`config.mk`:
```
export PLATFORM = sky130hd
export DESIGN_NAME = axi_slice_array
export DESIGN_NICKNAME = d
export VERILOG_FILES = /design/src/rtl/holy_slice_pkg.sv /design/src/rtl/slice_channel.sv /design/src/rtl/axi_slice_array.sv
export SDC_FILE = /design/constraint.sdc
export NUM_CORES = 2
export LEC_CHECK = 0
export ABC_AREA = 1
export BUFFER_PORTS_ARGS = -buffer_cell sky130_fd_sc_hd__buf_2
export CAP_MARGIN = 20
export CORE_AREA = 2 2 292 294
export CTS_CLUSTER_DIAMETER = 60
export DETAILED_ROUTE_END_ITERATION = 8
export DIE_AREA = 0 0 294 296
export PLACE_DENSITY = 0.65
export SYNTH_ARGS = -nofsm -noshare
export SYNTH_HDL_FRONTEND = slang
export SYNTH_SLANG_ARGS = --single-unit
```
`constraint.sdc`:
```
create_clock -name clk -period 3.5 [get_ports clk]
set_input_delay 0.7 -clock clk [delete_from_list [all_inputs] [get_ports clk]]
set_output_delay 0.7 -clock clk [all_outputs]
set_load 0.01 [all_outputs]
```
`src/rtl/holy_slice_pkg.sv`:
```
// holy_slice_pkg: shared types and defaults for the valid/ready slice array
package holy_slice_pkg;
    typedef enum logic [1:0] {
        SLICE_BYPASS = 2'd0,
        SLICE_FWD    = 2'd1,
        SLICE_FULL   = 2'd2
    } slice_mode_t;
    typedef enum logic [1:0] {S_EMPTY, S_ONE, S_TWO} slice_state_t;
    localparam int STALL_W_DEF = 16;
endpackage

```
`src/rtl/slice_channel.sv`:
```
// slice_channel: one valid/ready register slice with its saturating stall counter
module slice_channel
    import holy_slice_pkg::*;
#(
    parameter int         W       = 64,
    parameter logic [1:0] MODE    = SLICE_FULL,
    parameter int         STALL_W = STALL_W_DEF
) (
    input  logic               clk,
    input  logic               rst,
    input  logic               s_valid,
    output logic               s_ready,
    input  logic [W-1:0]       s_data,
    output logic               m_valid,
    input  logic               m_ready,
    output logic [W-1:0]       m_data,
    input  logic               clear_stats,
    output logic [1:0]         occ,
    output logic [STALL_W-1:0] stall
);
    localparam logic [STALL_W-1:0] SAT = '1;
    logic [STALL_W-1:0] cnt;
    if (MODE == SLICE_BYPASS) begin : g_byp
        assign m_valid = s_valid;
        assign m_data  = s_data;
        assign s_ready = m_ready;
        assign occ     = 2'd0;
    end else if (MODE == SLICE_FWD) begin : g_fwd
        logic         v;
        logic [W-1:0] d;
        // output register: s_ready means empty or draining, so valid simply follows s_valid
        always_ff @(posedge clk) begin
            if (rst) begin
                v <= 1'b0;
                d <= '0;
            end else if (s_ready) begin
                v <= s_valid;
                if (s_valid) d <= s_data;
            end
        end
        assign s_ready = rst | !v | m_ready;
        assign m_valid = v & !rst;
        assign m_data  = rst ? '0 : d;
        assign occ     = {1'b0, m_valid};
    end else begin : g_full
        slice_state_t st, nxt;
        logic [W-1:0] main_q, skid_q;
        logic         rdy_q, push, pop;
        assign push = s_valid & s_ready;
        assign pop  = (st != S_EMPTY) & m_ready;
        // state and registered s_ready, both computed from next state so no path crosses
        always_ff @(posedge clk) begin
            if (rst) begin
                st    <= S_EMPTY;
                rdy_q <= 1'b0;
            end else begin
                st    <= nxt;
                rdy_q <= nxt != S_TWO;
            end
        end
        // occupancy transitions of the 2-entry skid buffer
        always_comb begin
            nxt = st;
            if (st == S_EMPTY && push) nxt = S_ONE;
            else if (st == S_ONE && push && !pop) nxt = S_TWO;
            else if (st == S_ONE && pop && !push) nxt = S_EMPTY;
            else if (st == S_TWO && pop) nxt = S_ONE;
        end
        // main feeds the output; skid catches the beat that arrives while main is stalled
        always_ff @(posedge clk) begin
            if (rst) begin
                main_q <= '0;
                skid_q <= '0;
            end else begin
                if ((st == S_EMPTY && push) || (st == S_ONE && push && pop)) main_q <= s_data;
                if (st == S_ONE && push && !pop) skid_q <= s_data;
                if (st == S_TWO && pop) main_q <= skid_q;
            end
        end
        assign s_ready = rdy_q & !rst;
        assign m_valid = (st != S_EMPTY) & !rst;
        assign m_data  = rst ? '0 : main_q;
        assign occ     = rst ? 2'd0 : st == S_TWO ? 2'd2 : st == S_ONE ? 2'd1 : 2'd0;
    end
    // stall counter saturates instead of wrapping; clear has priority over a stall
    always_ff @(posedge clk) begin
        if (rst || clear_stats) cnt <= '0;
        else if (m_valid && !m_ready && cnt != SAT) cnt <= cnt + STALL_W'(1);
    end
    assign stall = rst ? '0 : cnt;
endmodule

```
`src/rtl/axi_slice_array.sv`:
```
// axi_slice_array: per-channel register slices between the core AXI master and the pins
module axi_slice_array
    import holy_slice_pkg::*;
#(
    parameter int                  NUM_CH  = 5,
    parameter int                  W       = 64,
    parameter logic [2*NUM_CH-1:0] MODE    = {NUM_CH{2'd2}},
    parameter int                  STALL_W = STALL_W_DEF
) (
    input  logic                      clk,
    input  logic                      rst,
    input  logic [NUM_CH-1:0]         s_valid,
    output logic [NUM_CH-1:0]         s_ready,
    input  logic [NUM_CH*W-1:0]       s_data,
    output logic [NUM_CH-1:0]         m_valid,
    input  logic [NUM_CH-1:0]         m_ready,
    output logic [NUM_CH*W-1:0]       m_data,
    input  logic                      clear_stats,
    output logic [2*NUM_CH-1:0]       dbg_occ,
    output logic [STALL_W*NUM_CH-1:0] dbg_stall
);
    for (genvar i = 0; i < NUM_CH; i++) begin : g_ch
        if (MODE[2*i+:2] == 2'd3) begin : g_bad
            $error("axi_slice_array: channel %0d has illegal MODE 3", i);
        end
        slice_channel #(
            .W       (W),
            .MODE    (MODE[2*i+:2]),
            .STALL_W (STALL_W)
        ) u_ch (
            .clk         (clk),
            .rst         (rst),
            .s_valid     (s_valid[i]),
            .s_ready     (s_ready[i]),
            .s_data      (s_data[i*W+:W]),
            .m_valid     (m_valid[i]),
            .m_ready     (m_ready[i]),
            .m_data      (m_data[i*W+:W]),
            .clear_stats (clear_stats),
            .occ         (dbg_occ[2*i+:2]),
            .stall       (dbg_stall[i*STALL_W+:STALL_W])
        );
    end
endmodule
```
* Yosys cells after proc, flatten, opt, wreduce, memory -nomap -nowiden
Index checks and enable logic that the tools add are counted.
Storage, ports and cells: flip-flop bits (word level) 735, input port bits 333, word-level logic and storage cells 207
Operators by class: add/sub/neg operators 5, equal/unequal tests 20, muxes and demuxes 55, bitwise operators 20, reductions and logical operators 82
Operator list (number):
- $mux 64 | 15
- $add 16x1->16 const B | 5
- $mux 16 | 5
- $ne 16x16->1 const B | 5
- $mux 2 | 30
- $logic_and 1x1->1 | 45
- $and 1x1->1 | 20
- $reduce_bool 2->1 | 10
- $logic_not 1->1 | 16
- $eq 2x1->1 const B | 5
- $eq 2x2->1 const B | 5
- $logic_not 2->1 | 5
- $ne 2x2->1 const B | 5
- $logic_or 1x1->1 | 6
- $mux 1 | 5

* Longest topological paths before layout
word-level depth 9, depth in mapped cells 10, mapped depth without buffers 10

* Hierarchy
Synthesis repeated with hierarchy kept, for this count alone.
Second synthesis, totals: cells, all modules 5640, area, all modules 35271.3 µm²
Modules (own cells, without submodules):
- slice_channel | times used 5, cells each 1128, area an instance 7054.3 µm²

* Least setup slack after synthesis
OpenSTA, ideal clock, no wires.
kind input to output, start input port rst, end output port dbg_occ[8], data arrival time 1.560 ns, path slack 1.240 ns, cell stages on the path 5, cells stage by stage buf_6 > buf_2 > clkbuf_1 > buf_2 > nor2_1
Between the ends: cells in the longest elaborated chain, start to end 1
Ends and longest elaborated chain:
- start, declared | line axi_slice_array.sv:11 | input logic rst,
- $mux 2 | line slice_channel.sv:83 | assign occ = rst ? 2'd0 : st == S_TWO ? 2'd2 : st == S_ONE ? 2'd1 : 2'd0;
- end, declared | line axi_slice_array.sv:19 | output logic [2*NUM_CH-1:0] dbg_occ,
Every way passes these cells.

* Worst setup path in the final report
start input port rst, end output port dbg_occ[3]
The elaborated chain is that of the path after synthesis.

==> out/metrics.yaml <==
synth:
  ys_warn_count: 0
  synthesis.nets: 5636
  seq_area_frac_synth_pct: 42.7
  yosys_register_bits: 735
  synth_edf_count: 0
  netlist_area_um2: 34400
  synth.distinct_cells: 34
  synth.avg_cell_area_um2: 6.50
  synth-async-reset-ratio_pct: 0
  synth_flop_cell: "dfxtp_1"
  synthCells: 5298
sta:
  tns_ps: 0
  rsz0062_at_grt: "false"
  skew_ps: 38.1
  slew_headroom_pct: 24.0
  finalCriticalPeriod_ps: 2820
  fmax_ghz: 0.354
  finalMaxSlewViolations: 0
  final-hold-violation-count: 0
  worst_slew_pin_slew_ps: 1140
  setup_viol_count_final: 0
  min_period_over_period_pct: 80.7
drt:
  drt-wirelength-per-cell_um: 14.9
  postRouteAntennaNets: 0
  drtIter0Drc: 2097
  vias_per_cell: 4.81
  drc: 0
  first_pass_iters: 7
  drt-total-wl_mm: 104
  via_count: 33800
clock_tree:
  ctsHtreeMaxLevel: 3
  numCtsBuffers: 83
  cts_tree: "done"
  cts_root_buf: "clkbuf_16"
  clock_sinks: 735
  clk_latency_ps: 630
  post_cts_buffers: 0
  post_cts_resized: 0
  clk_pin_slew_ps: 60
  clk_path_buf_depth: 3
  cts_hold_repair.buffers: 0
status:
  status: "complete, no violations"
global_route:
  globalRoute.totalOverflow: 0
  grt_pass1_wl_mm: 159
  grt_usage_pct: 22.6
  grt_max_degree: 147
  antenna_found_initial: 37
  grt_pass1_vias: 29400
finish:
  layout_commonest_cell: "nor2_1"
  nets: 6170
  final_cells: 7014
  drive_gt1_share_pct: 16.6
  syn2layout_area_growth_pct: 20.4
  final_cell_mix: "nor2_1 (1219), o21ai_0 (840), inv_1 (770)"
setup_path:
  cp-start-kind: "input pin"
  crit_required_ps: 2800
  worstSetupPathType: "in -> out"
  cp_max_fo: 76
  cp_num_buf_inv: 3
  critPathSlowestCell: "buf_4"
  cp_top_family: "buffers and inverters"
  cp-end-kind: "primary output"
  slowest_delay_ps: 570
  arrival_ps: 2120
  cp_cell_sequence: "buf_8 > buf_4 > nor3_1 > buf_2"
run:
  maxCapViolCount: 0
min_path:
  hold_class: "in -> reg"
floorplanning:
  dieArea_um2: 87000
  fp.dieW_um: 294
  placementRows: 107
  ioPinCount: 753
  initial_core_util_pct: 40.9
  chipHeight_um: 296
  core_area_um2: 84200
place:
  gp_congestion: 0.868
  place_inst: 6837
  portBuffers: 752
  dp_hpwl_mm: 72.4
power_and_ir_drop:
  p_leak_uw: 0.0190
  max-vdd-ir-drop_mv: 0.381
  power_density_nw_per_um2: 466
-- sequential cells by signal, indices dropped and copies added (netlist names) --
signal and cells:
g_ch.u_ch.g_full.rdy_q 5, g_ch.u_ch.g_full.st 10, g_ch.u_ch.cnt 80, g_ch.u_ch.g_full.skid_q 320
g_ch.u_ch.g_full.main_q 320
-- cells in the mapped netlist (3+ instances only) --
cell	count	area share, %
a21oi_1	425	6.2
clkbuf_1	129	1.4
nand4_1	17	0.31
nor2_2	6	0.11
dfxtp_1	735	43
nand2_1	659	7.2
o21ai_0	840	12
nor2_4	3	0.098
o21ai_1	69	1.0
nand3_2	9	0.26
inv_2	12	0.13
xor2_1	5	0.13
buf_6	14	0.46
nand3_1	134	1.9
nor3_1	13	0.19
o211ai_1	3	0.065
nor2_1	1220	13
inv_1	770	8.4
buf_4	37	0.81
ha_1	5	0.18
buf_2	158	2.3
buf_1	11	0.12
clkbuf_2	10	0.15
-- worst register-to-register path, delay by kind of cell, from the launching register on --
family,cells,cell delay [ps]
buffers and inverters,2,510
AND/OR/NAND/NOR,5,690
AO/OA/AOI/OAI,1,260
flip-flops,1,390
-- final timing paths --
path	start	endpoint	slack [ps]	cells past startpoint
max	rst	dbg_occ[3]	680	4
min	s_data[126]	g_ch[1].u_ch.g_full.skid_q[62]	340	3
max reg2reg	g_ch[4].u_ch.g_full.st[1]	g_ch[4].u_ch.g_full.main_q[3]	1530	8
min reg2reg	g_ch[0].u_ch.g_full.skid_q[5]	g_ch[0].u_ch.g_full.skid_q[5]	440	2
-- where the power goes --
group | switching, µW | internal [µW] | leakage (µW)
Sequential | 120 | 8640 | 0.00596
Clock | 3650 | 5190 | 0.00136
Combinational | 1100 | 626 | 0.0117
Total | 4870 | 14500 | 0.0190
-- kinds of logic (layout without fill, tap and decap cells) --
family	after synthesis	in the layout	share of synthesized area, %
buffers and inverters	1142	1736	13.8
AOI/OAI and AO/OA	1341	1341	19.5
adders and majority gates	5	5	0.182
and+or+nand+nor	2070	2070	23.7
DFF	735	735	42.7
other	0	32	0
xor gates and xnor gates	5	5	0.127
-- area by class of cell --
cell class              instances  area, µm²
fillers                      8648      42800
multi-input cells            3421      15100
flip-flops and latches        735      14700
repair buffers                808       4490
inverters                     783       2960
clock buffers                 120       2410
well taps                    1090       1360
clock inverters                25        360
diodes                         32       80.1
-- layer usage --
layer  track usage, %  routed length [µm]  vias up
li1                 -                   -    17600
met3             4.81                6460      199
met1             28.7               44800    15100
met2             36.8               49100      827
met4             10.2                3930       20
met5                0                 132        -
-- metrics by stage --
| stage | hold WS [ps] | power [µW] | setup WS [ps] | area, µm² | util, % |
|---|---|---|---|---|---|
| global placement | 433 | 10600 | 681 | 38600 | 45.8 |
| detailed placement | 439 | 10700 | 649 | 38600 | 45.8 |
| global route | 306 | 20100 | 559 | 41400 | 49.2 |
| finish | 337 | 19300 | 676 | 41500 | 49.2 |
| CTS | 288 | 19500 | 686 | 41400 | 49.1 |
| floorplan | 425 | 10000 | 1240 | 34400 | - |
Power figures use the tool's default switching activity.
